==> src/rtl/spi_flash_resp.sv <==
// spi_flash_resp: SPI NOR-flash target serving status, WREN/WRDI, WRSR, JEDEC ID and READ in the ACLK domain.
// Optional macro SPI_RESP_QUAD_EN adds the 0x6B quad-output fast read (DUMMY state and nibble output path).
module spi_flash_resp #(
    parameter int          ADDR_SIZE = 24,
    parameter logic [23:0] JEDEC_ID  = 24'hEF4018
) (
    input  logic                 ACLK,
    input  logic                 ARESET,
    input  logic                 CS,
    input  logic                 CLOCK,
    input  logic [3:0]           io_in,
    output logic [3:0]           io_out,
    output logic [3:0]           io_oe,
    output logic [ADDR_SIZE-1:0] mem_addr,
    output logic                 mem_rd,
    input  logic [7:0]           mem_rdata,
    output logic [7:0]           status_reg,
    output logic                 cmd_done
);
    typedef enum logic [2:0] {
        IDLE     = 3'd0,
        CMD      = 3'd1,
        ADDR     = 3'd2,
`ifdef SPI_RESP_QUAD_EN
        DUMMY    = 3'd3,
`endif
        DATA_OUT = 3'd4,
        SR_WR    = 3'd5,
        IGNORE   = 3'd6
    } state_t;

    typedef enum logic [1:0] {
        SRC_STATUS = 2'd0,
        SRC_JEDEC  = 2'd1,
        SRC_MEM    = 2'd2
    } src_t;

    localparam logic [ADDR_SIZE-1:0] ADDR_ONE = {{(ADDR_SIZE-1){1'b0}}, 1'b1};

    logic [2:0]           sclk_sync_q, sclk_sync_d;
    logic [2:0]           cs_sync_q, cs_sync_d;
    logic [1:0]           io0_sync_q, io0_sync_d;
    state_t               state_q, state_d;
    logic [4:0]           bit_cnt_q, bit_cnt_d;
    logic [22:0]          shift_q, shift_d;
    logic [2:0]           out_cnt_q, out_cnt_d;
    logic [7:0]           out_sh_q, out_sh_d;
    src_t                 src_q, src_d;
    logic [1:0]           jed_idx_q, jed_idx_d;
    logic [7:0]           status_q, status_d;
    logic [ADDR_SIZE-1:0] mem_addr_q, mem_addr_d;
    logic                 mem_rd_q, mem_rd_d;
    logic                 rd_pend_q, rd_pend_d;
    logic [7:0]           rdata_q, rdata_d;
    logic [3:0]           io_out_q, io_out_d;
    logic [3:0]           io_oe_q, io_oe_d;
    logic                 cmd_done_q, cmd_done_d;
    logic                 recog_q, recog_d;
`ifdef SPI_RESP_QUAD_EN
    logic                 quad_q, quad_d;
`endif

    logic        sclk_rise_s, sclk_fall_s, cs_high_s, cs_fall_s, io0_s;
    logic [23:0] shift_in_s;
    logic [7:0]  src_byte_s, cur_byte_s;
    logic        byte_end_s;
    logic        unused_io_s;

    assign sclk_rise_s = sclk_sync_q[1] & ~sclk_sync_q[2];
    assign sclk_fall_s = ~sclk_sync_q[1] & sclk_sync_q[2];
    assign cs_high_s   = cs_sync_q[1];
    assign cs_fall_s   = ~cs_sync_q[1] & cs_sync_q[2];
    assign io0_s       = io0_sync_q[1];
    assign shift_in_s  = {shift_q, io0_s};
    assign cur_byte_s  = (out_cnt_q == 3'd0) ? src_byte_s : out_sh_q;
    assign unused_io_s = ^io_in[3:1];

    // Byte presented at the start of each output byte; status is re-latched here every byte.
    always_comb begin
        case (src_q)
            SRC_STATUS: src_byte_s = status_q;
            SRC_JEDEC: begin
                case (jed_idx_q)
                    2'd0:    src_byte_s = JEDEC_ID[23:16];
                    2'd1:    src_byte_s = JEDEC_ID[15:8];
                    2'd2:    src_byte_s = JEDEC_ID[7:0];
                    default: src_byte_s = 8'h00;
                endcase
            end
            SRC_MEM:   src_byte_s = rdata_q;
            default:   src_byte_s = 8'h00;
        endcase
    end

    // Next-state logic: synchronisers, command FSM, status register and output shifter.
    always_comb begin
        sclk_sync_d = {sclk_sync_q[1:0], CLOCK};
        cs_sync_d   = {cs_sync_q[1:0], CS};
        io0_sync_d  = {io0_sync_q[0], io_in[0]};
        state_d     = state_q;
        bit_cnt_d   = bit_cnt_q;
        shift_d     = shift_q;
        out_cnt_d   = out_cnt_q;
        out_sh_d    = out_sh_q;
        src_d       = src_q;
        jed_idx_d   = jed_idx_q;
        status_d    = status_q;
        mem_addr_d  = mem_addr_q;
        mem_rd_d    = 1'b0;
        rd_pend_d   = mem_rd_q;
        rdata_d     = rd_pend_q ? mem_rdata : rdata_q;
        io_out_d    = io_out_q;
        io_oe_d     = io_oe_q;
        cmd_done_d  = 1'b0;
        recog_d     = recog_q;
        byte_end_s  = 1'b0;
`ifdef SPI_RESP_QUAD_EN
        quad_d      = quad_q;
`endif

        if (cs_high_s) begin
            // Deselect wins over any SCLK edge seen in the same cycle.
            state_d    = IDLE;
            bit_cnt_d  = 5'd0;
            out_cnt_d  = 3'd0;
            jed_idx_d  = 2'd0;
            io_oe_d    = 4'b0000;
            io_out_d   = 4'b0000;
            cmd_done_d = recog_q;
            recog_d    = 1'b0;
        end else if (cs_fall_s) begin
            state_d   = CMD;
            bit_cnt_d = 5'd0;
            recog_d   = 1'b0;
        end else begin
            case (state_q)
                CMD: begin
                    if (sclk_rise_s) begin
                        shift_d   = shift_in_s[22:0];
                        bit_cnt_d = bit_cnt_q + 5'd1;
                        if (bit_cnt_q == 5'd7) begin
                            bit_cnt_d = 5'd0;
                            out_cnt_d = 3'd0;
                            jed_idx_d = 2'd0;
                            recog_d   = 1'b1;
                            case (shift_in_s[7:0])
                                8'h06: begin
                                    status_d = {status_q[7:2], 1'b1, 1'b0};
                                    state_d  = IGNORE;
                                end
                                8'h04: begin
                                    status_d = {status_q[7:2], 1'b0, 1'b0};
                                    state_d  = IGNORE;
                                end
                                8'h05: begin
                                    src_d   = SRC_STATUS;
                                    state_d = DATA_OUT;
                                end
                                8'h9F: begin
                                    src_d   = SRC_JEDEC;
                                    state_d = DATA_OUT;
                                end
                                8'h01:   state_d = status_q[1] ? SR_WR : IGNORE;
                                8'h03: begin
                                    state_d = ADDR;
`ifdef SPI_RESP_QUAD_EN
                                    quad_d  = 1'b0;
`endif
                                end
`ifdef SPI_RESP_QUAD_EN
                                8'h6B: begin
                                    quad_d  = 1'b1;
                                    state_d = status_q[6] ? ADDR : IGNORE;
                                    recog_d = status_q[6];
                                end
`endif
                                default: begin
                                    state_d = IGNORE;
                                    recog_d = 1'b0;
                                end
                            endcase
                        end else begin
                            state_d = CMD;
                        end
                    end else begin
                        state_d = CMD;
                    end
                end
                SR_WR: begin
                    if (sclk_rise_s) begin
                        shift_d   = shift_in_s[22:0];
                        bit_cnt_d = bit_cnt_q + 5'd1;
                        if (bit_cnt_q == 5'd7) begin
                            status_d = {shift_in_s[7:2], 2'b00};
                            state_d  = IGNORE;
                        end else begin
                            state_d = SR_WR;
                        end
                    end else begin
                        state_d = SR_WR;
                    end
                end
                ADDR: begin
                    if (sclk_rise_s) begin
                        shift_d   = shift_in_s[22:0];
                        bit_cnt_d = bit_cnt_q + 5'd1;
                        if (bit_cnt_q == 5'd23) begin
                            mem_addr_d = shift_in_s[ADDR_SIZE-1:0];
                            mem_rd_d   = 1'b1;
                            src_d      = SRC_MEM;
                            bit_cnt_d  = 5'd0;
                            out_cnt_d  = 3'd0;
`ifdef SPI_RESP_QUAD_EN
                            state_d    = quad_q ? DUMMY : DATA_OUT;
`else
                            state_d    = DATA_OUT;
`endif
                        end else begin
                            state_d = ADDR;
                        end
                    end else begin
                        state_d = ADDR;
                    end
                end
`ifdef SPI_RESP_QUAD_EN
                DUMMY: begin
                    if (sclk_rise_s) begin
                        bit_cnt_d = bit_cnt_q + 5'd1;
                        state_d   = (bit_cnt_q == 5'd7) ? DATA_OUT : DUMMY;
                    end else begin
                        state_d = DUMMY;
                    end
                end
`endif
                DATA_OUT: begin
                    if (sclk_fall_s) begin
`ifdef SPI_RESP_QUAD_EN
                        if (quad_q) begin
                            io_out_d   = cur_byte_s[7:4];
                            io_oe_d    = 4'b1111;
                            out_sh_d   = {cur_byte_s[3:0], 4'h0};
                            out_cnt_d  = (out_cnt_q == 3'd1) ? 3'd0 : 3'd1;
                            byte_end_s = (out_cnt_q == 3'd1);
                        end else begin
                            io_out_d   = {2'b00, cur_byte_s[7], 1'b0};
                            io_oe_d    = 4'b0010;
                            out_sh_d   = {cur_byte_s[6:0], 1'b0};
                            out_cnt_d  = out_cnt_q + 3'd1;
                            byte_end_s = (out_cnt_q == 3'd7);
                        end
`else
                        io_out_d   = {2'b00, cur_byte_s[7], 1'b0};
                        io_oe_d    = 4'b0010;
                        out_sh_d   = {cur_byte_s[6:0], 1'b0};
                        out_cnt_d  = out_cnt_q + 3'd1;
                        byte_end_s = (out_cnt_q == 3'd7);
`endif
                        // Last fall of a byte: prefetch the next memory byte well ahead of its first fall.
                        if (byte_end_s) begin
                            if (src_q == SRC_MEM) begin
                                mem_addr_d = mem_addr_q + ADDR_ONE;
                                mem_rd_d   = 1'b1;
                            end else begin
                                mem_addr_d = mem_addr_q;
                            end
                            jed_idx_d = (jed_idx_q == 2'd3) ? jed_idx_q : jed_idx_q + 2'd1;
                        end else begin
                            jed_idx_d = jed_idx_q;
                        end
                    end else begin
                        state_d = DATA_OUT;
                    end
                end
                IDLE:    state_d = IDLE;
                IGNORE:  state_d = IGNORE;
                default: state_d = IDLE;
            endcase
        end
    end

    // State and output registers with synchronous active-high reset.
    always_ff @(posedge ACLK) begin
        if (ARESET) begin
            sclk_sync_q <= 3'b000;
            cs_sync_q   <= 3'b111;
            io0_sync_q  <= 2'b00;
            state_q     <= IDLE;
            bit_cnt_q   <= 5'd0;
            shift_q     <= 23'd0;
            out_cnt_q   <= 3'd0;
            out_sh_q    <= 8'h00;
            src_q       <= SRC_STATUS;
            jed_idx_q   <= 2'd0;
            status_q    <= 8'h00;
            mem_addr_q  <= {ADDR_SIZE{1'b0}};
            mem_rd_q    <= 1'b0;
            rd_pend_q   <= 1'b0;
            rdata_q     <= 8'h00;
            io_out_q    <= 4'b0000;
            io_oe_q     <= 4'b0000;
            cmd_done_q  <= 1'b0;
            recog_q     <= 1'b0;
`ifdef SPI_RESP_QUAD_EN
            quad_q      <= 1'b0;
`endif
        end else begin
            sclk_sync_q <= sclk_sync_d;
            cs_sync_q   <= cs_sync_d;
            io0_sync_q  <= io0_sync_d;
            state_q     <= state_d;
            bit_cnt_q   <= bit_cnt_d;
            shift_q     <= shift_d;
            out_cnt_q   <= out_cnt_d;
            out_sh_q    <= out_sh_d;
            src_q       <= src_d;
            jed_idx_q   <= jed_idx_d;
            status_q    <= status_d;
            mem_addr_q  <= mem_addr_d;
            mem_rd_q    <= mem_rd_d;
            rd_pend_q   <= rd_pend_d;
            rdata_q     <= rdata_d;
            io_out_q    <= io_out_d;
            io_oe_q     <= io_oe_d;
            cmd_done_q  <= cmd_done_d;
            recog_q     <= recog_d;
`ifdef SPI_RESP_QUAD_EN
            quad_q      <= quad_d;
`endif
        end
    end

    assign io_out     = io_out_q;
    assign io_oe      = io_oe_q;
    assign mem_addr   = mem_addr_q;
    assign mem_rd     = mem_rd_q;
    assign status_reg = status_q;
    assign cmd_done   = cmd_done_q;
endmodule
==> config.mk <==
export PLATFORM = sky130hd
export DESIGN_NAME = spi_flash_resp
export DESIGN_NICKNAME = d
export VERILOG_FILES = /design/src/rtl/spi_flash_resp.sv
export SDC_FILE = /design/constraint.sdc
export NUM_CORES = 1
export LEC_CHECK = 0
export CAP_MARGIN = 20
export CORE_UTILIZATION = 50
export DETAILED_ROUTE_END_ITERATION = 7
export HOLD_SLACK_MARGIN = 0.06
export PLACE_DENSITY = 0.84
export SETUP_SLACK_MARGIN = 0.4
export SLEW_MARGIN = 20
export SYNTH_ARGS = -nofsm -noshare
export SYNTH_HDL_FRONTEND = slang
export SYNTH_SLANG_ARGS = --single-unit
==> constraint.sdc <==
create_clock -name ACLK -period 2.18 [get_ports ACLK]
set_input_delay 0.327 -clock ACLK [delete_from_list [all_inputs] [get_ports ACLK]]
set_output_delay 0.327 -clock ACLK [all_outputs]
set_load 0.02 [all_outputs]
==> results of run 1 <==
## layout make-up
type	count	area [um^2]	area share, %
repair buffers	130	1280	18.6
inverters	7	26.3	0.382
well taps	129	161	2.35
clock buffers	9	124	1.80
flip-flops and latches	98	1990	28.9
clock inverters	6	65.1	0.946
multi-input cells	474	3240	47.1
## path summary, 6_finish.rpt
check | startpoint | end | slack (ns) | depth (start not counted)
setup reg to reg | mem_addr[0] | mem_addr[12] | 0.10 | 8
setup / recovery | mem_addr[0] | mem_addr[12] | 0.10 | 8
hold / removal | ARESET | sclk_sync_q[0] | 0.24 | 2
hold reg to reg | cs_sync_q[0] | cs_sync_q[1] | 0.42 | 1
## routing by layer
layer	part of all wire (%)	GRT usage [%]	vias up
li1	-	-	2403
met3	9.7	5.62	125
met5	0	0	-
met1	39	37.3	2611
met4	5.8	15.8	0
met2	46	49.9	400
## placed cells by master (no fill, tap or decap), types with 5 or more instances in the layout
| master | count |
|---|---|
| dlygate4sd2_1 | 12 |
| mux2i_1 | 19 |
| nand2b_1 | 7 |
| o31ai_1 | 6 |
| a21o_1 | 6 |
| o21ai_0 | 8 |
| buf_6 | 12 |
| nand3_1 | 17 |
| a211oi_1 | 5 |
| buf_4 | 60 |
| nor2_1 | 56 |
| nand2_2 | 6 |
| conb_1 | 7 |
| clkbuf_8 | 9 |
| ha_1 | 8 |
| a21oi_1 | 64 |
| clkdlybuf4s50_1 | 25 |
| inv_1 | 7 |
| nand4_1 | 12 |
| o211ai_1 | 9 |
| a21oi_2 | 10 |
| dfxtp_1 | 85 |
| nand2_1 | 88 |
| a31oi_1 | 6 |
| dlymetal6s2s_1 | 9 |
| or3_1 | 5 |
| o21ai_2 | 14 |
| dfxtp_2 | 10 |
| nor2b_1 | 14 |
## per-stage QoR
step	hold WS [ns]	utilization [%]	power, mW	cell area, um^2
after floorplan	0.389	-	1.89	4980
after global placement	0.391	60.6	1.92	5680
after detailed placement	0.394	60.6	1.92	5680
after CTS	0.221	68.0	3.07	6370
after global routing	0.233	73.4	3.18	6880
final	0.244	73.4	3.11	6880
## critical path, delay by kind of cell (launching register included)
kind	cells	cell delay (ns)
compound gates	3	0.36
flops	1	0.49
fa+ha+maj	1	0.29
buf+inv	2	0.43
simple gates	2	0.40
## logic make-up after synthesis
family / Yosys count / synth area share [%]
simple gates: 264 / 26.4
compound gates: 168 / 20.8
flops: 98 / 40.0
buf+inv: 55 / 5.10
mux: 20 / 4.11
fa+ha+maj: 11 / 2.81
xor+xnor: 4 / 0.714
other cells: 1 / 0.0764
## what timing repair did
item,in CTS,in global routing
pin swaps,27,24
resized for setup,80,91
setup buffers,25,15
setup endpoints to repair,72,73
cloned,3,3
## power by group through the flow
stage               sequential [mW]  clock (mW)  combinational (mW)
floorplan                      1.84           0              0.0555
global placement               1.84           0              0.0757
detailed placement             1.84           0              0.0767
CTS                            1.80        1.19              0.0801
global route                   1.80        1.29              0.0936
finish                         1.80        1.22              0.0876
==> flow_summary.toml, run 1 <==
[run_status]
status = "complete, no violations"

[drt]
num_vias = 5539
totalWireLength_mm = 17.6
viasPerCell = 6.49
drt-initial-drc-count = 813
final_antenna_net_count = 0
drt_pass1_iterations = 7
drc = 0
avgRoutedWirePerCell_um = 20.7

[logic_synthesis]
synth_cells = 621
synth_edf_count = 0
async_reset_ff_share_pct = 0
synth_commonest_cells = "dfxtp_1, nand2_1, a21oi_1"
avgSynthCellArea_um2 = 7.90
yosysTopAreaCell = "dfxtp_1"
synth_top_area_share_pct = 40.0
synth.area.top_cells = "dfxtp_1, a21oi_1, nand2_1"
ys_seq_elements = 98
yosysMostFrequentCell = "dfxtp_1"
ys_warn_count = 0
synth_ff_type = "dfxtp_1"
syn_area_mm2 = 0.00491
ys_seq_area_share_pct = 40.0
yosysUniqueCellTypes = 62

[sta]
clock.fmax_ghz = 0.482
setup_slack_ns = 0.103
min_period_over_period_pct = 95.3
report.final.slew_viol_count = 0
setup_viol = 0
hold_viol_final = 0
rsz0062_at_grt = "true"
tns_ns = 0
fin_crit_ns = 2.08
skew_ns = 0.0163

[grt]
track_usage_pct = 30.2
grt_pass1_wl_mm = 24.1
grt_max_degree = 42
globalRouteOverflowTotal = 0
grt_antenna_before_repair = 0
first_global_vias = 5015

[floorplanning]
ios = 58
die_y_um = 101
initial_core_util_pct = 52.3
rows = 35
dieArea_mm2 = 0.0102
die_w_um = 101
core_mm2 = 0.00937

[power_and_ir_drop]
p_clk_share_pct = 39.3
peakVddDrop_v = 0.000268
p_int_mw = 2.35
power_frac_comb_pct = 2.8
p_switching_mw = 0.752
power_frac_seq_pct = 57.9
total_leakage_power_nw = 2.55
swShare_pct = 24.2
power_density_mw_per_mm2 = 452

[final_layout]
syn2layout_area_growth_pct = 40.2
largest_reg_flops = 24
nets = 747
layoutNonFillerInstCount = 853
final_layout_size_suffix_gt1_share_pct = 27.9
n_fill_cell = 613
n_antenna_cell = 0

[placement]
post-place-cells = 792
pre_cts_ws_ns = -0.0167
port-buffer-count = 47
gp_congestion = 0.890
hpwlAfterDp_mm = 8.63

[worst_setup_path]
cp_cell_sequence = "ha_1 > nand4_1 > buf_4 > nor3_2 > buf_4 > a21oi_1 > o21ai_2 > a21oi_1"
slowest_stage = "dfxtp_1"
cp-end-kind = "register"
arrival_ns = 2.34
cp_slowest_stage_delay_ns = 0.49
critPathLaunchType = "register"
critPathKind = "reg2reg"
crit_required_ns = 2.44
crit_fanout = 6

[clock_tree]
cts.sink_count = 98
h-tree-depth = 3
clkLatencyLatePin_ns = 0.38
clk_path_buf_depth = 2
cts_inserted_buffers = 9
cts-root-buf = "clkbuf_8"
cts_hold_buf = 0
cts_tree = "built"
path_clk_slew_ns = 0.11

[worst_hold_path]
hold_path_class = "in2reg"

[flow_run]
maxCapViolCount = 0
(Power assumes the default switching activity.)
==> inputs of run 2 (changes only) <==
--- a/config.mk
+++ b/config.mk
@@ -5,12 +5,12 @@
 export SDC_FILE = /design/constraint.sdc
 export NUM_CORES = 1
 export LEC_CHECK = 0
-export CAP_MARGIN = 20
 export CORE_UTILIZATION = 50
 export DETAILED_ROUTE_END_ITERATION = 7
 export HOLD_SLACK_MARGIN = 0.06
 export PLACE_DENSITY = 0.84
 export SETUP_SLACK_MARGIN = 0.4
+export SKIP_LAST_GASP = 1
 export SLEW_MARGIN = 20
 export SYNTH_ARGS = -nofsm -noshare
 export SYNTH_HDL_FRONTEND = slang
==> results of run 2 <==
The final DEF is identical to that of run 1; final timing and power are the same.
==> inputs of run 3 (changes only) <==
--- a/config.mk
+++ b/config.mk
@@ -5,6 +5,7 @@
 export SDC_FILE = /design/constraint.sdc
 export NUM_CORES = 1
 export LEC_CHECK = 0
+export CORE_ASPECT_RATIO = 0.7
 export CORE_UTILIZATION = 50
 export DETAILED_ROUTE_END_ITERATION = 7
 export HOLD_SLACK_MARGIN = 0.06
==> run 3 against run 2 <==
Cell area shrank 6.5%. Via count is 7.5% lower. Worst hold slack improved by 0.17 ns. Register-to-register slack got worse by 0.04 ns. Cell count fell by 3.3%. Critical path type unchanged. Critical endpoint is now mem_addr[11]. Highest routed layer unchanged.
==> flow_summary.toml, run 3 (synthesized netlist as in run 1, its figures left out) <==
[final_layout]
syn2layout_area_growth_pct = 31.1
fin_area_mm2 = 0.00643
layout.cells.most_common = "nand2_1"
n_antenna_cell = 0
layoutNonFillerInstCount = 825
final_cell_mix = "nand2_1, dfxtp_1, a21oi_1"
nets = 723
final_layout_size_suffix_gt1_share_pct = 17.1
largest_reg_flops = 24

[run_status]
status = "complete, no violations"

[grt]
met3_usage_pct = 7.12
use_met1_pct = 37.6
grt-busiest-layer = "met2"
globalRouteOverflowTotal = 0
gr-usage-met2_pct = 41.6
grt_antenna_before_repair = 0
first_global_vias = 4514
track_usage_pct = 27.7
grt_max_degree = 62
grt_pass1_wl_mm = 22.2

[clock_tree]
h-tree-depth = 3
path_clk_slew_ns = 0.07
clk_path_buf_depth = 2
cts-root-buf = "clkbuf_16"
clkLatencyLatePin_ns = 0.35
cts_hold_buf = 0
cts_inserted_buffers = 9
cts.sink_count = 98
cts_tree = "built"

[sta]
whs_ns = 0.413
rsz0062_at_grt = "true"
fin_crit_ns = 2.11
min_period_over_period_pct = 96.9
report.final.slew_viol_count = 0
clock.fmax_ghz = 0.474
hold_viol_final = 0
setup_viol = 0
tightest_slew_ns = 0.510
slew_headroom_pct = 65.7
setup_slack_ns = 0.0681
skew_ns = 0.00965

[worst_setup_path]
critPathLaunchType = "register"
critPathKind = "reg2reg"
r2r-end = "mem_addr[11]"
r2r_slack_ns = 0.07
arrival_ns = 2.40
ff2ff_path_depth = 8
slowest_stage = "dfxtp_1"
crit_fanout = 5
crit_required_ns = 2.46
crit_path_frequent_cell = "buf_4"
startpoint = "bit_cnt_q[2]"
cp_cell_sequence = "nand3b_1 > o21a_2 > buf_4 > nor4_4 > buf_4 > bufbuf_16 > nand2_1 > a21oi_1"
cp_slowest_stage_delay_ns = 0.47
cp-end-kind = "register"
reg2reg_from = "bit_cnt_q[2]"

[floorplanning]
ios = 58
die_w_um = 120
initial_core_util_pct = 52.8
dieArea_mm2 = 0.0102
core_mm2 = 0.00929
die_y_um = 84.9
rows = 29

[drt]
num_vias = 5123
drt_pass1_iterations = 5
drc = 0
totalWireLength_mm = 15.0
viasPerCell = 6.21
final_antenna_net_count = 0
drt-initial-drc-count = 639
avgRoutedWirePerCell_um = 18.1

[placement]
port-buffer-count = 47
hpwlAfterDp_mm = 8.93
dpl_cell_area_mm2 = 0.00572
gp_congestion = 0.908
post-place-cells = 788
pre_cts_ws_ns = 0.0293

[worst_hold_path]
min_delay_path_depth = 1
hold_path_end = "cs_sync_q[1]"
holdCritStartpoint = "cs_sync_q[0]"
hold_path_class = "reg2reg"

[power_and_ir_drop]
finalPower_mw = 3.52
total_leakage_power_nw = 2.33
power_density_mw_per_mm2 = 548
peakVddDrop_v = 0.000466

[flow_run]
maxCapViolCount = 0
-- run 3: changes by cell type in the layout (fill, tap and decap cells not counted), moves of 7 or more --
cell / before / now
dfxtp_2: 10 / 3
o21ai_2: 14 / 1
a21oi_2: 10 / 3
buf_6: 12 / 2
a21oi_1: 64 / 71
dfxtp_1: 85 / 92
clkdlybuf4s50_1: 25 / 33
clkbuf_16: 1 / 11
clkbuf_8: 9 / 0
buf_4: 60 / 47
o21ai_1: 4 / 14
-- run 3: layout make-up --
type | instances | area, um^2
repair buffers | 106 | 1080
inverters | 7 | 26.3
well taps | 124 | 155
multi-input cells | 474 | 2890
clock buffers | 9 | 225
clock inverters | 7 | 76.3
fillers | 692 | 2860
flip-flops and latches | 98 | 1980
-- run 3: repair_timing --
item | in CTS | in global routing
endpoints found under the setup margin | 70 | 68
resized for setup | 29 | 34
cloned | 3 | 2
setup buffers | 8 | 8
pin swaps | 6 | 11
-- run 3: worst max-delay path by stage --
stage | endpoint | cells past startpoint | slack (ns)
floorplan | mem_addr[8] | 8 | 0.21
global placement | mem_addr[23] | 6 | 0.04
detailed placement | mem_addr[20] | 7 | 0.03
CTS | mem_addr[6] | 7 | 0.16
global route | mem_addr[18] | 6 | -0.05
finish | mem_addr[11] | 8 | 0.07
-- run 3: worst max-delay path, delay by kind of cell (launching register included) --
family	cells	cell delay [ns]
buffers and inverters	3	0.64
and+or+nand+nor	3	0.49
DFF	1	0.47
AOI/OAI and AO/OA	2	0.43
-- run 3: metrics by stage --
| step | TNS, ns | util, % |
|---|---|---|
| floorplan | 0 | - |
| global placement | 0 | 61.6 |
| detailed placement | 0 | 61.6 |
| CTS | 0 | 67.0 |
| global route | -0.0629 | 69.2 |
| finish | 0 | 69.2 |
-- run 3: power breakdown --
part / switching, mW / internal (mW)
sequential: 0.00515 / 1.79
combinational: 0.0515 / 0.0340
clock: 0.740 / 0.900
-- run 3: layer usage --
metal / share of wire, % / up-vias / wire, um
met5: 0 / - / 0
met4: 3.8 / 0 / 570
met3: 9.2 / 62 / 1370
met2: 43 / 328 / 6440
met1: 44 / 2375 / 6580
li1: - / 2358 / -
